`src/rtl/stream_fifo.sv`:
```
// Synchronous valid/ready stream FIFO with preload, occupancy flags, flush and eot-flush.
// Define STREAM_FIFO_OUTREG_EN to add a registered output stage (capacity DEPTH+1).
module stream_fifo #(
  parameter int W_DATA       = 8,
  parameter int DEPTH        = 32,
  parameter int PRELOAD      = 4,
  parameter int AFULL_TH     = DEPTH - 2,
  parameter int AEMPTY_TH    = 2,
  parameter int FLUSH_ON_EOT = 1
) (
  input  logic                     clk,
  input  logic                     rst,
  input  logic                     flush,
  input  logic                     din_valid,
  output logic                     din_ready,
  input  logic [W_DATA-1:0]        din_data,
  input  logic [1:0]               din_eot,
  output logic                     dout_valid,
  input  logic                     dout_ready,
  output logic [W_DATA-1:0]        dout_data,
  output logic [1:0]               dout_eot,
  output logic [$clog2(DEPTH):0]   level,
  output logic                     almost_full,
  output logic                     almost_empty
);

  localparam int AW = $clog2(DEPTH);
  localparam int PW = AW + 1;
  localparam int EW = W_DATA + 2;
  localparam logic [PW-1:0] PRELOAD_PTR = PW'(PRELOAD);
  localparam logic [PW-1:0] AFULL_LV    = PW'(AFULL_TH);
  localparam logic [PW-1:0] AEMPTY_LV   = PW'(AEMPTY_TH);

  if (DEPTH < 4 || (DEPTH & (DEPTH - 1)) != 0) begin : g_bad_depth
    $error("stream_fifo: DEPTH must be a power of two and at least 4");
  end
  if (PRELOAD < 0 || PRELOAD > DEPTH) begin : g_bad_preload
    $error("stream_fifo: PRELOAD must lie in 0..DEPTH");
  end
  if (AFULL_TH > DEPTH) begin : g_bad_afull
    $error("stream_fifo: AFULL_TH must not exceed DEPTH");
  end

  logic [EW-1:0] mem_q [DEPTH];
  logic [EW-1:0] mem_d [DEPTH];
  logic [PW-1:0] wr_ptr_q, wr_ptr_d;
  logic [PW-1:0] rd_ptr_q, rd_ptr_d;
  logic          mem_empty, mem_full;
  logic [PW-1:0] mem_level;
  logic          wr_en, mem_rd, eot_flush, clear;

  assign mem_empty = (wr_ptr_q == rd_ptr_q);
  assign mem_full  = (wr_ptr_q[AW-1:0] == rd_ptr_q[AW-1:0]) &&
                     (wr_ptr_q[AW] != rd_ptr_q[AW]);
  assign mem_level = wr_ptr_q - rd_ptr_q;

  assign din_ready = ~mem_full;
  assign wr_en     = din_valid & din_ready;
  // Only an accepted end-of-frame word triggers the flush; a bare eot[1] is ignored.
  assign eot_flush = (FLUSH_ON_EOT != 0) && wr_en && din_eot[1];
  assign clear     = flush | eot_flush;

  always_comb begin
    wr_ptr_d = wr_ptr_q;
    rd_ptr_d = rd_ptr_q;
    mem_d    = mem_q;
    if (clear) begin
      wr_ptr_d = PRELOAD_PTR;
      rd_ptr_d = '0;
      for (int i = 0; i < DEPTH; i++) mem_d[i] = '0;
    end else begin
      if (wr_en) begin
        mem_d[wr_ptr_q[AW-1:0]] = {din_eot, din_data};
        wr_ptr_d = wr_ptr_q + 1'b1;
      end
      if (mem_rd) rd_ptr_d = rd_ptr_q + 1'b1;
    end
  end

  always_ff @(posedge clk) begin
    if (rst) begin
      wr_ptr_q <= PRELOAD_PTR;
      rd_ptr_q <= '0;
      for (int i = 0; i < DEPTH; i++) mem_q[i] <= '0;
    end else begin
      wr_ptr_q <= wr_ptr_d;
      rd_ptr_q <= rd_ptr_d;
      mem_q    <= mem_d;
    end
  end

`ifdef STREAM_FIFO_OUTREG_EN
  logic          out_valid_q, out_valid_d;
  logic [EW-1:0] out_entry_q, out_entry_d;

  // The output register refills from the memory head whenever it is empty or being consumed.
  assign mem_rd = ~mem_empty & (~out_valid_q | dout_ready);

  always_comb begin
    out_valid_d = out_valid_q;
    out_entry_d = out_entry_q;
    if (clear) begin
      out_valid_d = 1'b0;
      out_entry_d = '0;
    end else if (mem_rd) begin
      out_valid_d = 1'b1;
      out_entry_d = mem_q[rd_ptr_q[AW-1:0]];
    end else if (dout_ready) begin
      out_valid_d = 1'b0;
    end
  end

  always_ff @(posedge clk) begin
    if (rst) begin
      out_valid_q <= 1'b0;
      out_entry_q <= '0;
    end else begin
      out_valid_q <= out_valid_d;
      out_entry_q <= out_entry_d;
    end
  end

  assign dout_valid = out_valid_q;
  assign dout_data  = out_entry_q[W_DATA-1:0];
  assign dout_eot   = out_entry_q[EW-1:W_DATA];
  assign level      = mem_level + {{AW{1'b0}}, out_valid_q};
`else
  logic [EW-1:0] head;

  assign head       = mem_q[rd_ptr_q[AW-1:0]];
  assign dout_valid = ~mem_empty;
  assign mem_rd     = dout_valid & dout_ready;
  assign dout_data  = head[W_DATA-1:0];
  assign dout_eot   = head[EW-1:W_DATA];
  assign level      = mem_level;
`endif

  assign almost_full  = (level >= AFULL_LV);
  assign almost_empty = (level <= AEMPTY_LV);

endmodule

```
`config.mk`:
```
export PLATFORM = sky130hd
export DESIGN_NAME = stream_fifo
export DESIGN_NICKNAME = d
export VERILOG_FILES = /design/src/rtl/stream_fifo.sv
export SDC_FILE = /design/constraint.sdc
export NUM_CORES = 1
export LEC_CHECK = 0
export CAP_MARGIN = 20
export CORE_AREA = 8 8 166 168
export DETAILED_ROUTE_END_ITERATION = 16
export DIE_AREA = 0 0 174 176
export PLACE_DENSITY = 0.73
export SETUP_SLACK_MARGIN = 0.1
export SYNTH_ARGS = -nofsm -noshare
export SYNTH_HDL_FRONTEND = slang
export SYNTH_SLANG_ARGS = --single-unit
```
`constraint.sdc`:
```
create_clock -name clk -period 8.15 [get_ports clk]
set_input_delay 0.815 -clock clk [delete_from_list [all_inputs] [get_ports clk]]
set_output_delay 0.815 -clock clk [all_outputs]
set_load 0.01 [all_outputs]
```
# Yosys cells after proc, flatten, opt, wreduce, memory -nomap -nowiden
# Index checks and enable logic that the tools add are counted.
dict set report word_totals {
  input_bits 15
  wordCells 62
  output_inout_bits 20
  ff_bits 332
}
dict set report op_classes {
  magnitude_cmp 5
  bitwise 7
  reduce_logical 4
  eq_ne 3
  mux 6
  add_sub_neg 3
}
# cell n
set ops {}
lappend ops {{$bwmux 320} 1}
lappend ops {{$bmux 10 s5} 1}
lappend ops {{$demux 10 s5} 1}
lappend ops {{$mux 10} 3}
lappend ops {{$add 6x1->6 const B} 2}
lappend ops {{$ge 6x6->1 const B} 2}
lappend ops {{$not 5->6} 2}
lappend ops {{$eq 6x6->1} 1}
lappend ops {{$ge 6x5->1 const B} 1}
lappend ops {{$le 6x2->1 const B} 1}
lappend ops {{$lt 6x1->1 const B} 1}
lappend ops {{$sub 6x6->6} 1}
lappend ops {{$eq 5x5->1} 1}
lappend ops {{$logic_and 1x1->1} 3}
lappend ops {{$and 1x1->1} 2}
lappend ops {{$not 1->1} 2}
lappend ops {{$reduce_or 2->1} 1}
lappend ops {{$ne 1x1->1} 1}
lappend ops {{$or 1x1->1} 1}

# Longest topological paths before layout
dict set report logic_depth {
  word_depth 7
  depth_mapped 12
  mapped_depth_nobuf 8
}

# Worst setup path after synthesis
# Ideal clock, no wire load.
dict set report synth_timing {
  kind {register -> output}
  from {register rd_ptr_q[2]}
  to {output port almost_empty}
  path_buffers 2
  slack_ns 4.600
  path_stages_with_launch 10
  t_required_ns 7.335
  arrival_time_ns 2.735
  cell_sequence {dfxtp_1 > clkbuf_1 > buf_1 > inv_1 > ha_1 > o21a_1 > o31a_1 > nor4_1 > a311o_1 > nor4b_1}
}
dict set report synth_between {
  elab_chain_cells 2
}
# element line_no
set synth_lines {}
lappend synth_lines {{start: declaration} 47} ;# logic [PW-1:0] rd_ptr_q, rd_ptr_d;
lappend synth_lines {{start signal: assignment} 87} ;# rd_ptr_q <= rd_ptr_d;
lappend synth_lines {{$sub 6x6->6} 55} ;# assign mem_level = wr_ptr_q - rd_ptr_q;
lappend synth_lines {{via level[5]} 22} ;# output logic [$clog2(DEPTH):0] level,
lappend synth_lines {{$le 6x2->1} 139} ;# assign almost_empty = (level <= AEMPTY_LV);
lappend synth_lines {{end: declaration} 24} ;# output logic almost_empty
# The timed path passes the listed nets, and every way through them passes these cells.

# Worst setup path after layout
dict set report layout_timing {
  from {register rd_ptr_q[0]}
  to {output port dout_data[0]}
}
dict set report layout_between {
  elab_chain_cells 4
}
# element line_no
set layout_lines {}
lappend layout_lines {{$not 5->6 (implied by the code)} 130} ;# assign head = mem_q[rd_ptr_q[AW-1:0]];
lappend layout_lines {{$bmux 10 s5} 130}
lappend layout_lines {{$mux 10 (implied by the code) (2 in series)} 130}
lappend layout_lines {{end: declaration} 20} ;# output logic [W_DATA-1:0] dout_data,
# Every way passes these cells. The select of a mux whose other input is x is not followed.

==> impl_metrics.json <==
{
  "area_growth_pct": 12.2,
  "cts_tree": "yes",
  "dp_hpwl_mm": 24.4,
  "setup_tns_ps": 0,
  "yosysSeqAreaShare": 0.453,
  "drt-initial-drc-count": 1228,
  "synthArstFlopShare": 0,
  "path_class": "flop to output port",
  "synth_area_mm2": 0.0147,
  "routed_wl_mm": 39.8,
  "cts.htree.levels": 2,
  "drive_above_1_share": 0.114,
  "r2r_start": "rd_ptr_q[4]$_SDFFE_PP0P_",
  "wl_per_cell_um": 20.7,
  "clockBufferDepth": 3,
  "dp.cells": 1851,
  "grt_pass1_wl_mm": 62.8,
  "grt_pass1_vias": 11200,
  "seq_area_mm2": 0.00665,
  "cts_root_buffer": "clkbuf_16",
  "grtUsageTotal": 0.255,
  "cts_hold_buf": 0,
  "multi_input_area_mm2": 0.00751,
  "instances_no_fill": 1921,
  "start_util": 0.591,
  "nets": 1592,
  "firstDrtPassIters": 6,
  "io_pins": 35,
  "cap_violations": 0,
  "die_w_um": 174,
  "dr_total_vias": 11600,
  "rsz0062_at_grt": "no",
  "ir_drop_v": 0.000185,
  "slew_viol_final": 0,
  "drc": 0,
  "cts_num_sinks": 332,
  "via_per_inst": 6.05,
  "crit_chain": "buf_4 > mux4_2 > a22o_1 > a2111oi_0 > a21oi_1 > clkdlybuf4s50_1",
  "fin_crit_ps": 5170,
  "num_rows": 58,
  "numCtsBuffers": 36,
  "placement.io_buffers": 34,
  "critPathBufInv": 2,
  "netlist_instances": 1582,
  "ant_nets": 0,
  "slowest_delay_ps": 940,
  "start_kind": "flop",
  "cts.repair.resized": 0,
  "critPathCaptureType": "output port",
  "syn_nets": 1608,
  "timing_hold_violations_final": 0,
  "hold_start": "mem_q[90]$_SDFFE_PP0P_",
  "clk_latency_ps": 530,
  "die-area_mm2": 0.0306,
  "setup_viol": 0,
  "startpoint": "rd_ptr_q[0]$_SDFFE_PP0P_",
  "grt_max_degree": 115,
  "die_h_um": 176,
  "status": "completed",
  "diodes": 0,
  "synth_edf_count": 0,
  "critPathTopFamily": "compound AO/OA/AOI/OAI gates",
  "worstPathArrival_ps": 4360,
  "path_max_fanout": 37,
  "fmax_ghz": 0.193,
  "p_per_area_mw_per_mm2": 202,
  "cp_slowest_cell": "a2111oi_0",
  "yosys_warnings": 0,
  "p_leak_nw": 4.90,
  "relSlewSlack": 0.214,
  "synth_cell_type_count": 46,
  "tightest_slew_ps": 1150,
  "postCtsSetupBuffers": 0,
  "design.core.area_mm2": 0.0248,
  "antenna_found_initial": 1,
  "nFillCells": 1988,
  "avgSynthCellArea_um2": 9.27,
  "cp.required_ps": 7340,
  "ys_seq_elements": 332,
  "final.period_utilization": 0.635,
  "overflow": 0,
  "fin_skew_ps": 20.8,
  "place_congestion": 0.883,
  "min-delay-path-class": "flop to flop",
  "synth_ff_type": "dfxtp_1",
  "cts.clk_slew.worst_paths_ps": 60
}
[layout make-up]
type,instances,share of cell area
clock buffer,55,0.0634
clock inverter,8,0.00624
inverter,10,0.00228
multi-input combinational,1110,0.457
sequential,332,0.404
tap,330,0.0251
timing repair buffer,76,0.0419
[registers in the layout, indices dropped and copies added (netlist names)]
register and count:
mem_q 320, wr_ptr_q 6, rd_ptr_q 6
[metal layers]
metal / routed length, um / GRT usage / vias up
met5: 13 / 0 / -
met3: 3630 / 0.0598 / 93
li1: - / - / 5434
met2: 18000 / 0.401 / 479
met1: 17000 / 0.343 / 5619
met4: 1150 / 0.0830 / 2
[cell usage in the layout (no fill, tap or decap), types with 3 or more instances in the layout]
cell	Yosys	final
dfxtp_1	332	330
nand2_1	305	305
mux2i_1	211	211
nor2_1	196	195
a21oi_1	174	174
mux4_2	60	60
clkbuf_16	0	36
clkdlybuf4s50_1	0	33
buf_4	1	31
o21ai_0	22	22
nor3_2	0	14
clkbuf_1	62	12
nor3_1	26	11
o221ai_1	10	10
a22oi_1	10	10
ha_1	10	10
o22ai_1	9	9
a22o_1	9	9
a2111oi_0	9	9
inv_1	8	8
xnor2_1	8	8
clkbuf_8	0	7
buf_6	0	7
nand3_1	5	5
nand4_1	5	5
xor2_1	5	5
and2_1	4	4
buf_2	58	4
nor2_2	2	3
o31a_1	3	3
a31oi_1	3	3
clkinv_8	0	3
clkinv_2	0	3
[power by group]
group	internal (mW)	switching, mW	leakage (nW)	total (mW)
combinational	0.0353	0.0866	1.67	0.122
clock	0.920	0.653	0.559	1.57
sequential	1.62	0.00394	2.67	1.63
total	2.58	0.744	4.90	3.32
[worst min-delay path, stage by stage, from the launching register on]
cell     delay [ps]
dfxtp_1         300
nand2_1          50
a21oi_1          50
[cells by family (layout without fill, tap and decap cells)]
logic type | count (synthesis) | in the layout | share of synthesized area
AOI/OAI and AO/OA | 259 | 259 | 0.101
and+or+nand+nor | 556 | 556 | 0.150
adders and majority gates | 11 | 11 | 0.00990
buffers and inverters | 140 | 149 | 0.0410
muxes | 271 | 271 | 0.236
DFF | 332 | 332 | 0.453
xor gates and xnor gates | 13 | 13 | 0.00777
[synth_stat cells, types with 8 or more instances]
cell,instances,area [um^2]
clkbuf_1,62,233
ha_1,10,125
inv_1,8,30.0
mux4_2,60,1350
a22oi_1,10,75.1
xnor2_1,8,70.1
a21oi_1,174,871
o22ai_1,9,56.3
buf_2,58,290
buf_1,9,33.8
nor3_1,26,130
nand2_1,305,1140
dfxtp_1,332,6650
nor2_1,196,736
a22o_1,9,78.8
o21ai_0,22,110
mux2i_1,211,2110
o221ai_1,10,87.6
a2111oi_0,9,78.8
[path summary, 6_finish.rpt]
| path | slack [ps] | to | cells past startpoint |
|---|---|---|---|
| setup / recovery | 2980 | dout_data[0] | 6 |
| hold / removal | 450 | mem_q[90]$_SDFFE_PP0P_ | 2 |
| setup reg to reg | 3390 | mem_q[239]$_SDFFE_PP0P_ | 9 |
| hold reg to reg | 450 | mem_q[90]$_SDFFE_PP0P_ | 2 |
[metrics by stage]
stage	utilization	setup WS (ps)	power (mW)	hold WS, ps	instance area, um^2
floorplan	-	4600	1.74	433	14700
global placement	0.612	3550	1.78	439	15200
detailed placement	0.613	3500	1.78	443	15200
CTS	0.659	3000	3.34	451	16400
global route	0.663	2950	3.42	473	16400
finish	0.663	2980	3.32	449	16400
(Power assumes the default switching activity.)
==> RTL edit (same flow settings) <==
The parameter `DEPTH` goes from 32 to 16.
--- a/src/rtl/stream_fifo.sv
+++ b/src/rtl/stream_fifo.sv
@@ -3,5 +3,5 @@
 module stream_fifo #(
   parameter int W_DATA       = 8,
-  parameter int DEPTH        = 32,
+  parameter int DEPTH        = 16,
   parameter int PRELOAD      = 4,
   parameter int AFULL_TH     = DEPTH - 2,
Ports: changed (resized level); port bits go from 35 to 34. No check against the original RTL was run, so the function may have changed too.
==> RTL edit against the unedited design <==
Final area is 46% lower. First-iteration DRC count is 65% lower. Routed wire length is 56% lower. Power is 49% lower. Global-route usage is 14 points lower. Critical path depth is 3 higher. Sequential share of layout area is 2.0 points lower. Sequential power is 49% lower. Die area stayed put. Setup slack better by 0.98 ns. Synthesized area is 47% lower. Fmax is 23% higher. Worst hold slack worse by 0.020 ns. Sequential cell count is 162 lower.
==> RTL edit: results <==
{
  "dpl.hpwl_um": 10800,
  "place_area_um2": 8270,
  "drive_gt1_share_pct": 13.1,
  "seq-power_mw": 0.834,
  "crit_arrival_ns": 3.38,
  "first_global_vias": 5077,
  "fillCellCount": 2473,
  "reg_top3": "mem_q x160, rd_ptr_q x5, wr_ptr_q x5",
  "cpMaxStageDelayCell": "buf_4",
  "fin_worst_skew_ns": 0.00937,
  "via_per_inst": 4.96,
  "io_buffers": 33,
  "powerClk_mw": 0.798,
  "place.gp.congestion": 0.771,
  "crit_fanout": 44,
  "dr.pass1.iters": 5,
  "vdd_drop_max_mv": 0.169,
  "synth_commonest_cells": "dfxtp_1 (170), nor2_1 (169), mux2i_1 (156), mux4_2 (40), buf_2 (31)",
  "nets": 751,
  "hold_slack_ns": 0.429,
  "grt_pass1_wl_um": 28100,
  "max_freq_mhz": 238,
  "grt_use_total_pct": 11.5,
  "initialDrtViolationCount": 434,
  "seq_area_frac_synth_pct": 43.9,
  "synth_nets": 742,
  "status": "finished, final reports clean"
}
## RTL edit: cell types whose count changed after synthesis, moves of 10 or more
cell	unedited run	this run
mux2i_1	211	156
o2111ai_1	0	12
o221ai_1	10	0
dfxtp_1	332	170
nand2_1	305	18
nor2_1	196	169
clkbuf_1	62	15
mux4_2	60	40
buf_2	58	31
o21ai_0	22	3
a22oi_1	10	20
nor3_1	26	1
a21oi_1	174	7
buf_6	0	12
## RTL edit: worst paths after layout
path,from,endpoint,cells past startpoint
worst max-delay path,rd_ptr_q[0],almost_empty,9
worst min-delay path,mem_q[59],mem_q[59],2
worst min register to register,mem_q[59],mem_q[59],2
worst max register to register,rd_ptr_q[0],mem_q[152],7
## RTL edit: layer usage
metal,GRT usage [%],vias up,wire (um)
li1,-,2554,-
met4,3.63,0,254
met1,15.1,2595,8160
met3,3.44,19,917
met2,17.9,130,8080
met5,0,-,0
## RTL edit: layout make-up
cell class              count  area, um2  area share, %
inverters                   8       30.0          0.339
diodes                      1       2.50         0.0282
clock inverters            13        145           1.64
clock buffers              18        439           4.96
multi-input cells         477       3950           44.6
well taps                 330        413           4.66
repair buffers             52        473           5.34
flip-flops and latches    170       3410           38.4
## RTL edit: kinds of logic (layout without fill, tap and decap cells)
| logic type | after synthesis | after routing | share of synthesized area (%) |
|---|---|---|---|
| AND/OR/NAND/NOR | 209 | 209 | 10.8 |
| buffers and inverters | 70 | 91 | 5.20 |
| multiplexers | 196 | 196 | 31.8 |
| XOR/XNOR | 9 | 9 | 1.36 |
| adder cells (fa/ha/maj) | 10 | 10 | 1.71 |
| flip-flops | 170 | 170 | 43.9 |
| AO/OA/AOI/OAI | 53 | 53 | 5.25 |
| other | 0 | 1 | 0 |
